**config.mk**
```make
export PLATFORM = sky130hd
export DESIGN_NAME = p_encoder_4to2
export DESIGN_NICKNAME = d
export VERILOG_FILES = /design/src/rtl/p_encoder_pkg.sv /design/src/rtl/p_encoder_4to2_core.sv /design/src/rtl/p_encoder_4to2.sv
export SDC_FILE = /design/constraint.sdc
export NUM_CORES = 1
export LEC_CHECK = 0
export ABC_AREA = 1
export CAP_MARGIN = 20
export CORE_AREA = 2 2 39 41
export CTS_BUF_LIST = sky130_fd_sc_hd__clkbuf_16
export DETAILED_ROUTE_END_ITERATION = 7
export DIE_AREA = 0 0 41 43
export SLEW_MARGIN = 20
export SYNTH_ARGS = -nofsm -noshare
export SYNTH_HDL_FRONTEND = slang
export SYNTH_SLANG_ARGS = --single-unit
export TNS_END_PERCENT = 30
```
**constraint.sdc**
```tcl
create_clock -name clk -period 0.8 [get_ports clk]
set_clock_uncertainty 0.1 [all_clocks]
set_input_delay 0.08 -clock clk [delete_from_list [all_inputs] [get_ports clk]]
set_output_delay 0.08 -clock clk [all_outputs]
set_load 0.01 [all_outputs]
```
**src/rtl/p_encoder_pkg.sv**
```systemverilog
// ---------------------------------------------------------------------------
// p_encoder_pkg
// Shared constants and types for the registered 4-to-2 priority encoder.
//   P_ENC_WIDTH : width of the request vector (4)
//   P_ENC_OUT_W : width of the encoded index (2)
//   p_enc_req_t : request vector type
//   p_enc_idx_t : encoded index type
// ---------------------------------------------------------------------------
package p_encoder_pkg;

    localparam int P_ENC_WIDTH = 4;
    localparam int P_ENC_OUT_W = 2;

    typedef logic [P_ENC_WIDTH-1:0] p_enc_req_t;
    typedef logic [P_ENC_OUT_W-1:0] p_enc_idx_t;

endpackage : p_encoder_pkg

```
**src/rtl/p_encoder_4to2_core.sv**
```systemverilog
// ---------------------------------------------------------------------------
// p_encoder_4to2_core
// Purely combinational priority logic. Bit WIDTH-1 has the highest priority.
// Ports:
//   Y     (in,  WIDTH bits) : request vector
//   index (out, OUT_W bits) : index of the highest set bit (0 when none set)
//   any   (out, 1 bit)      : at least one bit of Y is set
// ---------------------------------------------------------------------------
module p_encoder_4to2_core
    import p_encoder_pkg::*;
#(
    parameter int WIDTH = P_ENC_WIDTH,
    parameter int OUT_W = P_ENC_OUT_W
) (
    input  logic [WIDTH-1:0] Y,
    output logic [OUT_W-1:0] index,
    output logic             any
);

    // Walk the request vector from LSB to MSB; every set bit overwrites the
    // result, so the highest set bit is the one left standing at the end.
    // With no bit set the defaults give index 0 and any 0.
    always_comb begin
        index = '0;
        any   = 1'b0;
        for (int i = 0; i < WIDTH; i++) begin
            if (Y[i]) begin
                index = OUT_W'(i);
                any   = 1'b1;
            end
        end
    end

endmodule : p_encoder_4to2_core

```
**src/rtl/p_encoder_4to2.sv**
```systemverilog
// ---------------------------------------------------------------------------
// p_encoder_4to2
// Registered 4-to-2 priority encoder: samples Y every rising edge and
// presents the index of its highest set bit on A one cycle later.
// Ports:
//   clk   (in,  1 bit)      : clock, rising edge active
//   rst   (in,  1 bit)      : asynchronous active-high reset, clears A/valid
//   Y     (in,  WIDTH bits) : request vector, bit 3 highest priority
//   A     (out, OUT_W bits) : registered index of the highest set bit
//   valid (out, 1 bit)      : registered OR-reduction of Y
// Build option:
//   P_ENCODER_4TO2_HOLD_EN : when defined, an all-zero Y keeps the previous
//                            A (valid still drops to 0); otherwise A -> 00.
// ---------------------------------------------------------------------------
module p_encoder_4to2
    import p_encoder_pkg::*;
#(
    parameter int WIDTH = P_ENC_WIDTH,
    parameter int OUT_W = P_ENC_OUT_W
) (
    input  logic             clk,
    input  logic             rst,
    input  logic [WIDTH-1:0] Y,
    output logic [OUT_W-1:0] A,
    output logic             valid
);

    // Only the 4-bit/2-bit configuration is implemented; reject anything else
    // at elaboration rather than silently building a mismatched encoder.
    if (WIDTH != 4) begin : g_bad_width
        $error("p_encoder_4to2: WIDTH must be 4, got %0d", WIDTH);
    end
    if (OUT_W != $clog2(WIDTH)) begin : g_bad_out_w
        $error("p_encoder_4to2: OUT_W must be $clog2(WIDTH), got %0d", OUT_W);
    end

    logic [OUT_W-1:0] core_index;
    logic             core_any;
    logic [OUT_W-1:0] next_a;

    p_encoder_4to2_core #(
        .WIDTH (WIDTH),
        .OUT_W (OUT_W)
    ) u_core (
        .Y     (Y),
        .index (core_index),
        .any   (core_any)
    );

    // Choose what A loads on the next edge. The core already yields 00 for
    // an all-zero request, so the default build passes it straight through;
    // the hold build recirculates the current A when nothing is requested.
`ifdef P_ENCODER_4TO2_HOLD_EN
    always_comb begin
        next_a = core_any ? core_index : A;
    end
`else
    always_comb begin
        next_a = core_index;
    end
`endif

    // Output register. Reset clears both outputs immediately and keeps them
    // clear while held, which also discards whatever result was in flight.
    always_ff @(posedge clk or posedge rst) begin
        if (rst) begin
            A     <= '0;
            valid <= 1'b0;
        end else begin
            A     <= next_a;
            valid <= core_any;
        end
    end

endmodule : p_encoder_4to2

```
After elaboration in Yosys (flattened, before gate mapping)
Index checks and enable logic that the tools add are counted.

Mux-type cells: 7.

Operators with widths (number): $mux W1 (5); $mux W2 (2).

Logic and storage cells: 9. Input bits: 6. Output and inout port bits: 3. Register bits: 3.

Depth between registers and ports, before layout
Depth after elaboration: 4. Gate-level depth with buffers: 3. Depth with buffers taken out: 3.

Modules after synthesis
From an unflattened synthesis, not the netlist that was laid out.

Cells, all modules: 12. Area total of the unflattened synthesis: 111.4 um^2.

Modules (own cells, without submodules): p_encoder_4to2 (cells each 4, area each 78.8 um^2, times used 1); p_encoder_4to2_core (cells each 8, area each 32.5 um^2, times used 1).

Worst setup path before layout
No wires, ideal clock.

Path kind: reg-to-output. Start: reg A[0]. End: out A[0]. Buffers on the path: 0. Arrival time: 376 ps. Path slack: 244 ps. Stages on the path, launching flop included: 1. Required time: 620 ps. Cells stage by stage: dfrtp_1.

RTL lines: from (decl) (RTL line p_encoder_4to2.sv:24) `output logic [OUT_W-1:0] A,`; from (signal assigned) (RTL line p_encoder_4to2.sv:70) `A <= next_a;`.

No word-level cell between the ends.

Worst setup path in the final report
Start: reg valid. End: out valid.

RTL lines: from (decl) (RTL line p_encoder_4to2.sv:25) `output logic valid`; from (signal assigned) (RTL line p_encoder_4to2.sv:71) `valid <= core_any;`.

No word-level cell between the ends.

==> impl_metrics.ini <==
[pwr]
clkPwrFrac = 0.787
power.internal_mw = 0.835
leakage_nw = 0.130
power_density_mw_per_mm2 = 3600
combinationalPowerShare = 0.051
p_total_mw = 0.991
ir_drop_mv = 0.946
seqPwrFrac = 0.162
switching_share = 0.158
p_switching_mw = 0.157

[clock_tree]
htree_num_levels = 1
cts_tree = done
cts.clk_slew.worst_paths_ns = 0.03
cts_sinks = 3
clock_path_buffers = 2
numCtsBuffers = 3
cts-root-buf = clkbuf_16
cts_setup_buffers = 0

[die]
core_mm2 = 0.00138
die_h_um = 43
num_io_pins = 9
start_util = 0.0805
rows = 14
die_w_um = 41
fp.dieArea_mm2 = 0.00176

[critical_path]
path_delay_family = flip-flops
crit_buf_inv = 1
arrival_ns = 0.70
crit_chain = buf_2
cp_max_fo = 1
critPathRequiredTime_ns = 0.62
start_kind = register
end_kind = output pin
max_stage_delay_ns = 0.34
critPathKind = register to output pin
slowest_stage = dfrtp_1

[detailed_routing]
via_per_inst = 2.65
firstDrtPassIters = 2
wl_um = 245
drc_errors = 0
wl_per_cell_um = 6.13
initialDrtViolationCount = 1
ant_nets = 0
dr_total_vias = 106

[synth]
synth.cell_area_um2 = 111
syn_inst = 12
yosys_warnings = 0
synth_nets = 18
syn_area_per_cell_um2 = 9.28
ys_seq_elements = 3
yosysSeqAreaShare = 0.674
synthDistinctLibCells = 5

[place]
io_buffer_count = 8
postPlaceCellArea_um2 = 211
dp_slack_ns = -0.205
dp_hpwl_um = 169
place.gp.congestion = 0.582

[timing]
period_needed_ns = 0.876
setup_ws_ns = -0.0758
whs_ns = -0.0774
final-hold-violation-count = 3
fin_setup_tns_ns = -0.225
worstMarginPinSlew_ns = 0.105
maxSlewViolCount = 0
timing.final.crit_share = 1.09
relSlewSlack = 0.930
finalSetupViolCount = 3
fmax_mhz = 1140
rsz0062_at_grt = yes

[cells_and_area]
syn2layout_area_growth_pct = 147
stdcell_area_um2 = 275
drive_gt1_frac = 0.292
diodes = 0
most-common-layout-cells = inv_1 (5), clkdlybuf4s50_1 (5)
fin_nets = 31

[global_routing]
grt_pass1_vias = 113
antenna_found_initial = 0
grt_first_pass_wirelength_um = 414
grt_max_degree = 4
grt.overflow.total = 0
grt_use_total = 0.0462

[job]
max_cap_viol_count = 0

[hold_path]
hold_class = primary input to async pin

[run_status]
status = finished, violations left
violations = negative hold slack, negative setup slack
cells in the mapped netlist:
master   number  area share
dfrtp_1       3        0.67
nand2_1       3        0.10
nor2_1        1       0.034
nor2_2        1       0.056
inv_1         4        0.13
power by group through the flow:
stage | combinational (mW) | clock (mW) | sequential (mW)
3_3_place_gp | 0.0571 | 0 | 0.163
3_5_place_dp | 0.0578 | 0 | 0.163
2_1_floorplan | 0.0112 | 0 | 0.167
5_1_grt | 0.0564 | 0.812 | 0.161
6_report | 0.0501 | 0.780 | 0.161
4_1_cts | 0.0512 | 0.798 | 0.161
cell type report:
type	instances	area, µm²
clock buffers	3	75.1
clock inverters	1	3.75
fillers	160	1110
inverters	4	15.0
multi-input cells	5	21.3
flip-flops and latches	3	75.1
well taps	16	20.0
repair buffers	8	65.1
per-stage QoR:
step           std cells   util
2_1_floorplan         12      -
3_3_place_gp          36  0.153
3_5_place_dp          36  0.153
4_1_cts               40  0.199
5_1_grt               40  0.199
6_report              40  0.199
logic make-up (layout without fill, tap and decap cells):
family,Yosys count,in the layout,synth area share
flip-flops,3,3,0.674
buffers and inverters,4,16,0.135
AND/OR/NAND/NOR,5,5,0.191
timing repair:
action | in CTS | in global routing
pin swaps | 0 | 0
setup endpoints to repair | 3 | 3
cloned | 0 | 0
endpoints found under the hold margin | 3 | 3
gates resized for setup | 12 | 0
routing by layer:
| metal | track usage | up-vias | routed length [µm] |
|---|---|---|---|
| met5 | 0 | - | 0 |
| met1 | 0.0418 | 38 | 93 |
| met3 | 0.0471 | 2 | 51 |
| met2 | 0.0375 | 11 | 82 |
| met4 | 0.0800 | 0 | 17 |
| li1 | - | 55 | - |
state kept, by name (all words and copies together) (netlist names):
register and count:
valid 1, A 2
path summary, 6_finish.rpt:
check                                  end  cells past startpoint             from
setup / recovery                     valid                      1  valid$_DFF_PP0_
hold / removal              A[0]$_DFF_PP0_                      2              rst
max in group asynchronous  valid$_DFF_PP0_                      2              rst
min in group clk            A[0]$_DFF_PP0_                      3             Y[1]
Note: power is estimated with default switching activity, not from simulation.
